`src/rtl/regfile_wr_arbiter.sv`:
```
// Arbitrates the single register-file write port between core writeback and queued photon
// writes, with a starvation-forced drain and per-register pending flags for decode interlock.
module regfile_wr_arbiter #(
  parameter int unsigned DEPTH      = 4,
  parameter int unsigned STARVE_MAX = 8
) (
  input  logic                     clk,
  input  logic                     Rst,
  input  logic                     core_we,
  input  logic [4:0]               core_rd,
  input  logic [31:0]              core_data,
  output logic                     core_stall,
  input  logic                     ph_valid,
  output logic                     ph_ready,
  input  logic [4:0]               ph_rd,
  input  logic [31:0]              ph_data,
  input  logic [4:0]               rs1_adr,
  input  logic [4:0]               rs2_adr,
  output logic                     rs1_pending,
  output logic                     rs2_pending,
  output logic                     rf_we,
  output logic [4:0]               rf_addr,
  output logic [31:0]              rf_wdata,
  output logic [$clog2(DEPTH):0]   fifo_level
);

  localparam int unsigned AW = $clog2(DEPTH);
  localparam int unsigned CW = $clog2(STARVE_MAX + 1);

  typedef enum logic [0:0] {StNormal, StForce} state_e;

  state_e          state_q, state_d;
  logic [CW-1:0]   cnt_q, cnt_d;
  logic [AW-1:0]   rptr_q, wptr_q;
  logic [AW:0]     level_q, level_d;
  logic [4:0]      rd_mem   [DEPTH];
  logic [31:0]     data_mem [DEPTH];

  logic core_req, empty, full, push, pop;

  assign core_req   = core_we && (core_rd != 5'd0);
  assign empty      = (level_q == '0);
  assign full       = (level_q == (AW + 1)'(DEPTH));
  assign ph_ready   = !full && !Rst;
  // Writes to x0 complete the handshake but are never stored.
  assign push       = ph_valid && ph_ready && (ph_rd != 5'd0);
  assign fifo_level = level_q;

  always_comb begin
    rf_we      = 1'b0;
    rf_addr    = 5'd0;
    rf_wdata   = 32'd0;
    core_stall = 1'b0;
    pop        = 1'b0;
    state_d    = state_q;
    cnt_d      = cnt_q;
    if (!Rst) begin
      unique case (state_q)
        StNormal: begin
          if (core_req) begin
            rf_we    = 1'b1;
            rf_addr  = core_rd;
            rf_wdata = core_data;
            if (!empty) begin
              if (cnt_q == CW'(STARVE_MAX - 1)) begin
                state_d = StForce;
                cnt_d   = '0;
              end else begin
                cnt_d = cnt_q + CW'(1);
              end
            end else begin
              cnt_d = '0;
            end
          end else begin
            cnt_d = '0;
            if (!empty) begin
              pop      = 1'b1;
              rf_we    = 1'b1;
              rf_addr  = rd_mem[rptr_q];
              rf_wdata = data_mem[rptr_q];
            end
          end
        end
        StForce: begin
          core_stall = 1'b1;
          state_d    = StNormal;
          cnt_d      = '0;
          if (!empty) begin
            pop      = 1'b1;
            rf_we    = 1'b1;
            rf_addr  = rd_mem[rptr_q];
            rf_wdata = data_mem[rptr_q];
          end
        end
        default: begin
          state_d = StNormal;
          cnt_d   = '0;
        end
      endcase
    end
  end

  always_comb begin
    level_d = level_q;
    unique case ({push, pop})
      2'b10:   level_d = level_q + (AW + 1)'(1);
      2'b01:   level_d = level_q - (AW + 1)'(1);
      default: level_d = level_q;
    endcase
  end

  // An entry is live when its distance from the read pointer is below the level.
  always_comb begin
    logic [AW-1:0] off;
    rs1_pending = 1'b0;
    rs2_pending = 1'b0;
    for (int unsigned i = 0; i < DEPTH; i++) begin
      off = AW'(i) - rptr_q;
      if ({1'b0, off} < level_q) begin
        if (rd_mem[i] == rs1_adr) rs1_pending = 1'b1;
        if (rd_mem[i] == rs2_adr) rs2_pending = 1'b1;
      end
    end
    if (Rst || rs1_adr == 5'd0) rs1_pending = 1'b0;
    if (Rst || rs2_adr == 5'd0) rs2_pending = 1'b0;
  end

  always_ff @(posedge clk or posedge Rst) begin
    if (Rst) begin
      state_q <= StNormal;
      cnt_q   <= '0;
      rptr_q  <= '0;
      wptr_q  <= '0;
      level_q <= '0;
    end else begin
      state_q <= state_d;
      cnt_q   <= cnt_d;
      level_q <= level_d;
      if (push) wptr_q <= wptr_q + AW'(1);
      if (pop)  rptr_q <= rptr_q + AW'(1);
    end
  end

  always_ff @(posedge clk) begin
    if (push) begin
      rd_mem[wptr_q]   <= ph_rd;
      data_mem[wptr_q] <= ph_data;
    end
  end

endmodule

```
`config.mk`:
```
export PLATFORM = sky130hd
export DESIGN_NAME = regfile_wr_arbiter
export DESIGN_NICKNAME = d
export VERILOG_FILES = /design/src/rtl/regfile_wr_arbiter.sv
export SDC_FILE = /design/constraint.sdc
export NUM_CORES = 1
export LEC_CHECK = 0
export BUFFER_PORTS_ARGS = -buffer_cell sky130_fd_sc_hd__buf_2
export CORE_MARGIN = 10
export CORE_UTILIZATION = 60
export DETAILED_ROUTE_END_ITERATION = 10
export PLACE_DENSITY = 0.93
export SYNTH_ARGS = -nofsm -noshare
export SYNTH_HDL_FRONTEND = slang
export SYNTH_SLANG_ARGS = --single-unit
```
`constraint.sdc`:
```
create_clock -name clk -period 4.7 [get_ports clk]
set_clock_uncertainty 0.1 [all_clocks]
set_input_delay 0.47 -clock clk [delete_from_list [all_inputs] [get_ports clk]]
set_output_delay 0.47 -clock clk [all_outputs]
set_load 0.03 [all_outputs]
```
==> impl_metrics.env, run 1 <==
export IMPL_crit_fanout=25
export IMPL_first_pass_iters=5
export IMPL_grt_usage_pct=19.0
export IMPL_synth_mux_area_share_pct=12.0
export IMPL_ant_nets=0
export IMPL_seq_area_frac_synth_pct=66.4
export IMPL_min_period_ns=3.35
export IMPL_setup_worst_path_start="rptr_q[0]"
export IMPL_ctsResizeCount=0
export IMPL_crit_path_end_kind="output port"
export IMPL_initial_core_util_pct=61.8
export IMPL_start_kind="register"
export IMPL_syn_area_mm2=0.00715
export IMPL_setup_tns_ns=0
export IMPL_vdd_drop_max_mv=0.342
export IMPL_ys_warn_count=0
export IMPL_p_per_area_mw_per_mm2=544
export IMPL_cp_cell_sequence="buf_4 -> mux4_2 -> a22o_1 -> buf_2"
export IMPL_yosysTopAreaCellShare_pct=62.2
export IMPL_final_util_pct=72.7
export IMPL_setup_viol=0
export IMPL_vias=4094
export IMPL_synth_compound_area_share_pct=6.74
export IMPL_pwr_share_comb_pct=29.3
export IMPL_drt_wl_total_mm=15.5
export IMPL_max_slew_margin_rel_pct=30.0
export IMPL_drc=0
export IMPL_h_tree_depth=4
export IMPL_fmax_mhz=298
export IMPL_setup_slack_ns=1.35
export IMPL_insertion_delay_ns=0.41
export IMPL_vias_per_cell=5.98
export IMPL_dp_cells=654
export IMPL_p_clk_share_pct=29.3
export IMPL_arrival_ns=2.78
export IMPL_finalWeightedCongestion=0.913
export IMPL_synth_fa_ha_area_share_pct=2.03
export IMPL_drv_slew=0
export IMPL_yosysTopAreaCell="edfxtp_1"
export IMPL_die_x_um=129
export IMPL_hold_viol=0
export IMPL_drive_gt1_share_pct=39.2
export IMPL_path_clk_slew_ns=0.06
export IMPL_antenna_found_initial=2
export IMPL_cts_path_max_buffers=2
export IMPL_synthSimpleGateAreaFrac_pct=3.87
export IMPL_first_global_vias=4529
export IMPL_pre_cts_ws_ns=1.58
export IMPL_cap_violations=0
export IMPL_cpMaxStageDelayCell="dfrtp_2"
export IMPL_max_stage_delay_ns=0.90
export IMPL_postSynthCellCount=406
export IMPL_synth_top_family_by_area="multiplexers"
export IMPL_die_area_mm2=0.0167
export IMPL_wire_per_inst_um=22.7
export IMPL_p_leak_nw=3.17
export IMPL_total_power_mw=4.57
export IMPL_areaGrowthSynthToFinish_pct=17.6
export IMPL_die_h_um=129
export IMPL_hold_class="input port to async pin"
export IMPL_cts_buffers=17
export IMPL_rrSetupSlack_ns=1.97
export IMPL_crit_type="register to output port"
export IMPL_grt_pass1_wl_mm=24.1
export IMPL_syn_nets=505
export IMPL_synth_seq_cells=160
export IMPL_synth_area_leaders="edfxtp_1, mux4_2, a22o_1"
export IMPL_p_sw_share_pct=30.9
export IMPL_grt_start_max_net_pins=41
export IMPL_ys_types=42
export IMPL_tritoncts="yes"
export IMPL_power_internal_mw=3.16
export IMPL_rsz0062_at_grt="false"
export IMPL_ctsHoldBuffers=0
export IMPL_final_nets=629
export IMPL_first_iter_violations=268
export IMPL_crit_required_ns=4.13
export IMPL_ioPinCount=133
export IMPL_final_cells=685
export IMPL_seqPwrFrac_pct=41.4
export IMPL_core_mm2=0.0116
export IMPL_root_buffer="clkbuf_16"
export IMPL_numPortBuffers=132
export IMPL_p_switching_mw=1.41
export IMPL_grt_overflow=0
export IMPL_cts_setup_buffers=0
export IMPL_r2r_start="fifo_level[0]"
export IMPL_status="finished clean"
export IMPL_dp_hpwl_mm=9.99
export IMPL_fp_row_count=39
export IMPL_cts_sinks=160
export IMPL_synth_xor_area_share_pct=5.97
export IMPL_period_share_pct=71.4
export IMPL_tightest_slew_ns=1.05
export IMPL_postSynthAreaPerCell_um2=17.6
[synth_stat cells]
| library cell | instances |
|---|---|
| xor2_1 | 26 |
| inv_1 | 9 |
| o31ai_1 | 2 |
| dfrtp_1 | 12 |
| mux4_2 | 37 |
| nor3_1 | 12 |
| buf_2 | 4 |
| nor2_1 | 11 |
| o21ai_0 | 1 |
| or4_1 | 2 |
| clkbuf_1 | 15 |
| nand2b_1 | 2 |
| nor2b_1 | 1 |
| or3_1 | 1 |
| nand2_1 | 5 |
| buf_1 | 2 |
| fa_1 | 1 |
| ha_1 | 10 |
| o221a_2 | 2 |
| xnor2_2 | 1 |
| o21a_1 | 1 |
| a21o_1 | 2 |
| edfxtp_1 | 148 |
| nand3_1 | 9 |
| a21oi_1 | 5 |
| mux2i_1 | 1 |
| xor2_2 | 1 |
| and2_1 | 4 |
| nor4b_1 | 1 |
| a31oi_1 | 1 |
| buf_8 | 1 |
| buf_6 | 7 |
| xnor2_1 | 19 |
| a22o_1 | 39 |
| nand2_4 | 1 |
| buf_4 | 1 |
| or4_4 | 1 |
| o21bai_4 | 1 |
| or2_1 | 1 |
| and2_4 | 1 |
| o22ai_1 | 4 |
| mux2_2 | 1 |
[worst max-delay path, delay by kind of cell (launching register included)]
kind	cells	cell delay (ns)
compound gates	1	0.19
mux	1	0.60
buf+inv	2	0.68
flops	1	0.90
[cell families after synthesis]
kind of cell | after synthesis
DFF | 160
buffers and inverters | 39
and+or+nand+nor | 52
AOI/OAI and AO/OA | 58
adders and majority gates | 11
muxes | 39
xor gates and xnor gates | 47
[path summary, 6_finish.rpt]
kind / endpoint / cells past startpoint
max in group asynchronous: rptr_q[1] / 2
setup reg to reg: data_mem[0][15] / 5
setup / recovery: rf_wdata[18] / 4
hold reg to reg: cnt_q[0] / 1
hold / removal: cnt_q[1] / 2
min in group clk: data_mem[0][16] / 1
[routing by layer]
| layer | up-vias | global-route usage (%) | share of wire (%) |
|---|---|---|---|
| li1 | 1860 | - | - |
| met1 | 2016 | 23.0 | 40 |
| met2 | 189 | 31.3 | 49 |
| met3 | 29 | 5.91 | 8.6 |
| met4 | 0 | 7.69 | 1.9 |
| met5 | - | 0 | 0 |
[through the flow]
| step | hold slack (ns) | area [µm²] |
|---|---|---|
| after global placement | 0.382 | 7830 |
| after detailed placement | 0.409 | 7830 |
| after global routing | 0.162 | 8410 |
| final | 0.123 | 8410 |
| after floorplan | 0.374 | 7150 |
| after CTS | 0.121 | 8410 |
[cell usage in the layout (no fill, tap or decap), types with 2 or more instances in the layout]
cell       netlist  final
dfrtp_1         12     10
clkinv_4         0      2
o22ai_1          4      4
nand2b_1         2      2
xor2_1          26     26
edfxtp_1       148    148
clkbuf_16        0     17
bufinv_16        0      3
xnor2_1         19     19
nor2_1          11     11
inv_1            9      9
nor3_1          12     12
and2_2           0      4
nand2_1          5      5
a21oi_1          5      5
clkinv_1         0      3
mux4_2          37     37
o221a_2          2      2
clkbuf_1        15      2
dfrtp_2          0      2
ha_1            10     10
a21o_1           2      2
buf_4            1      3
buf_2            4    132
o31ai_1          2      2
or4_1            2      2
a22o_1          39     39
nand3_1          9      9
[power by group through the flow]
stage | Combinational (mW) | Clock (mW) | Sequential (mW)
floorplan | 1.06 | 0 | 1.85
global placement | 1.31 | 0 | 1.91
detailed placement | 1.33 | 0 | 1.92
CTS | 1.35 | 1.35 | 1.90
global route | 1.45 | 1.41 | 1.92
finish | 1.34 | 1.34 | 1.89
[registers in the layout, summed over array words and instances (netlist names)]
signal and cells:
data_mem 128, rptr_q 2, cnt_q 4, state_q 1, fifo_level 3, rd_mem 20, wptr_q 2
[final cells by class]
cell class                      count  area, µm²
Inverter                            9       33.8
Tap cell                          143        179
Fill cell                         707       3160
Clock inverter                     11        140
Sequential cell                   160       4750
Multi-Input combinational cell    207       2190
Antenna cell                        1       2.50
Clock buffer                       19        433
Timing Repair Buffer              135        683
Note: power is estimated with default switching activity, not from simulation.
==> inputs of run 2 (changes only) <==
Settings changed: ABC_AREA from default to 1, CORE_UTILIZATION 60 to 56, PLACE_DENSITY 0.93 to 0.88.
Clock period 4.7 ns to 3.3 ns, I/O delays scaled along.
==> run 2 against run 1 <==
  * Total power grew 42%
  * Non-clock buffer count grew 3
  * Largest cell class unchanged
  * Synthesized cell count grew 71%
  * Cell count grew 47%
  * Die area grew 8.4%
==> impl_metrics.env, run 2 <==
export IMPL_min_from="ph_data[8]"
export IMPL_ioPinCount=133
export IMPL_met3_usage_pct=6.53
export IMPL_first_iter_violations=602
export IMPL_crit_path_end_kind="output port"
export IMPL_die_h_um=134
export IMPL_use_met1_pct=23.5
export IMPL_period_share_pct=88.1
export IMPL_drc=0
export IMPL_largest_reg_flops=128
export IMPL_vias=5485
export IMPL_crit_required_ns=2.87
export IMPL_top_register="data_mem"
export IMPL_numPortBuffers=132
export IMPL_setup_worst_path_start="state_q"
export IMPL_synth_top_family_by_area="simple AND/OR/NAND/NOR gates"
export IMPL_setup_viol=0
export IMPL_drt_wl_total_mm=17.6
export IMPL_cts_setup_buffers=0
export IMPL_die_x_um=134
export IMPL_ctsHoldBuffers=0
export IMPL_synth_xor_area_share_pct=2.75
export IMPL_dp_cells=976
export IMPL_postSynthCellCount=694
export IMPL_yosysTopAreaCell="edfxtp_1"
export IMPL_yosysTopAreaCellShare_pct=60.6
export IMPL_die_area_mm2=0.0181
export IMPL_met2_usage_pct=32.1
export IMPL_antenna_found_initial=1
export IMPL_ys_flop_type="edfxtp_1"
export IMPL_synth_common_cells="nand2_1, edfxtp_1, nand3_1"
export IMPL_crit_type="register to output port"
export IMPL_fillers=952
export IMPL_vias_per_cell=5.45
export IMPL_core_mm2=0.0127
export IMPL_grt_start_max_net_pins=42
export IMPL_holdPathStages=1
export IMPL_ys_types=30
export IMPL_crit_fanout=39
export IMPL_drv_slew=0
export IMPL_min_period_ns=2.91
export IMPL_synth_seq_cells=160
export IMPL_synth_most_common_cell="nand2_1"
export IMPL_max_slew_margin_rel_pct=44.0
export IMPL_path_clk_slew_ns=0.06
export IMPL_finalWeightedCongestion=0.914
export IMPL_tritoncts="yes"
export IMPL_final_common_cell="nand2_1"
export IMPL_reg2reg_depth=8
export IMPL_h_tree_depth=4
export IMPL_hold_viol=0
export IMPL_r2r_start="state_q"
export IMPL_grt_overflow=0
export IMPL_grt_pass1_wl_mm=27.6
export IMPL_syn_nets=793
export IMPL_fp_row_count=41
export IMPL_synth_compound_area_share_pct=6.65
export IMPL_ant_nets=0
export IMPL_grt_usage_pct=19.4
export IMPL_cts_buffers=17
export IMPL_fmax_mhz=344
export IMPL_start_kind="register"
export IMPL_postSynthAreaPerCell_um2=10.6
export IMPL_p_per_area_mw_per_mm2=751
export IMPL_first_pass_iters=5
export IMPL_drive_gt1_share_pct=22.3
export IMPL_layout_common_cells="nand2_1, edfxtp_1, buf_2"
export IMPL_status="finished clean"
export IMPL_seq_area_frac_synth_pct=64.7
export IMPL_p_leak_nw=3.59
export IMPL_total_power_mw=6.49
export IMPL_arrival_ns=2.48
export IMPL_synth_fa_ha_area_share_pct=1.98
export IMPL_root_buffer="clkbuf_16"
export IMPL_synthSimpleGateAreaFrac_pct=18.8
export IMPL_ys_warn_count=0
export IMPL_grt_busiest_layer="met2"
export IMPL_top_regs="data_mem: 128 flops, rd_mem: 20 flops, cnt_q: 4 flops"
export IMPL_vdd_drop_max_mv=0.526
export IMPL_cap_violations=0
export IMPL_first_global_vias=5652
export IMPL_cts_path_max_buffers=2
export IMPL_final_nets=922
export IMPL_dp_hpwl_mm=11.7
export IMPL_syn_area_mm2=0.00733
export IMPL_ctsResizeCount=0
export IMPL_rsz0062_at_grt="false"
export IMPL_cts_sinks=160
export IMPL_rrSetupSlack_ns=0.85
export IMPL_synth_edf_count=148
export IMPL_insertion_delay_ns=0.42
export IMPL_synth_area_leaders="edfxtp_1, nand2_1, nand3_1"
export IMPL_areaGrowthSynthToFinish_pct=17.8
export IMPL_tightest_slew_ns=0.839
export IMPL_whs_endpoint="data_mem[2][8]"
export IMPL_worst_r2r_endpoint="fifo_level[1]"
export IMPL_final_cells=1007
export IMPL_wire_per_inst_um=17.5
export IMPL_async_flop_share_pct=7.50
export IMPL_hold_class="input port to register"
export IMPL_synth_mux_area_share_pct=0
export IMPL_initial_core_util_pct=57.6
[run 2: cell count changes after synthesis, moves of 8 or more]
cell / before / now
nor3_1: 12 / 3
nand3_1: 9 / 75
o21ai_1: 0 / 29
nand4_1: 0 / 8
o21ai_0: 1 / 14
a21oi_1: 5 / 39
nor2_1: 11 / 33
nand2_1: 5 / 200
inv_1: 9 / 43
inv_2: 0 / 10
xor2_1: 26 / 10
a22o_1: 39 / 1
mux4_2: 37 / 0
[run 2: through the flow]
stage	TNS, ns	hold slack, ns	utilization [%]	area (µm²)	setup WS (ns)
final	0	0.0227	67.9	8640	0.393
after CTS	0	0.00343	67.9	8640	0.327
after global placement	0	0.391	63.8	8110	0.785
after detailed placement	0	0.396	63.8	8110	0.714
after global routing	0	0.0118	67.9	8640	0.197
after floorplan	-89.16	0.329	-	7330	-0.602
[run 2: critical path, stage by stage (launching register included)]
cell and delay (ns):
dfrtp_1 0.39, nor2_2 0.16, nand2_1 0.11, inv_2 0.58, nor2_8 0.12, inv_4 0.34, o21ai_0 0.15, buf_2 0.19
[run 2: kinds of logic after synthesis]
family,count (synthesis)
adders and majority gates,11
DFF,160
buffers and inverters,82
AOI/OAI and AO/OA,93
xor gates and xnor gates,23
and+or+nand+nor,325
[run 2: worst max path at each step]
stage,end,slack [ns]
after floorplan,data_mem[0][0],-0.60
final,rf_wdata[0],0.39
after CTS,rf_wdata[25],0.33
after detailed placement,fifo_level[2],0.71
after global placement,fifo_level[2],0.78
after global routing,rf_wdata[0],0.20
[run 2: report_power, final]
| group | internal [mW] | leakage (nW) | switching [mW] |
|---|---|---|---|
| sequential | 2.48 | 1.49 | 0.127 |
| combinational | 0.606 | 1.84 | 1.52 |
| clock | 1.02 | 0.255 | 0.736 |
| total | 4.10 | 3.59 | 2.39 |
[run 2: layer usage]
layer	routed length (µm)	up-vias	part of all wire, %
met1	7360	2579	42
met5	7	-	0.040
li1	-	2634	-
met2	8550	246	49
met3	1530	24	8.7
met4	178	2	1.0
[run 2: cell type report]
| type | count | area [µm²] | share of cell area, % |
|---|---|---|---|
| sequential | 160 | 4740 | 54.9 |
| multi-input combinational | 452 | 2240 | 25.9 |
| timing repair buffer | 138 | 706 | 8.17 |
| clock buffer | 19 | 433 | 5.01 |
| tap | 172 | 215 | 2.49 |
| inverter | 54 | 205 | 2.37 |
| clock inverter | 10 | 91.3 | 1.06 |
| antenna | 2 | 5.00 | 0.0579 |
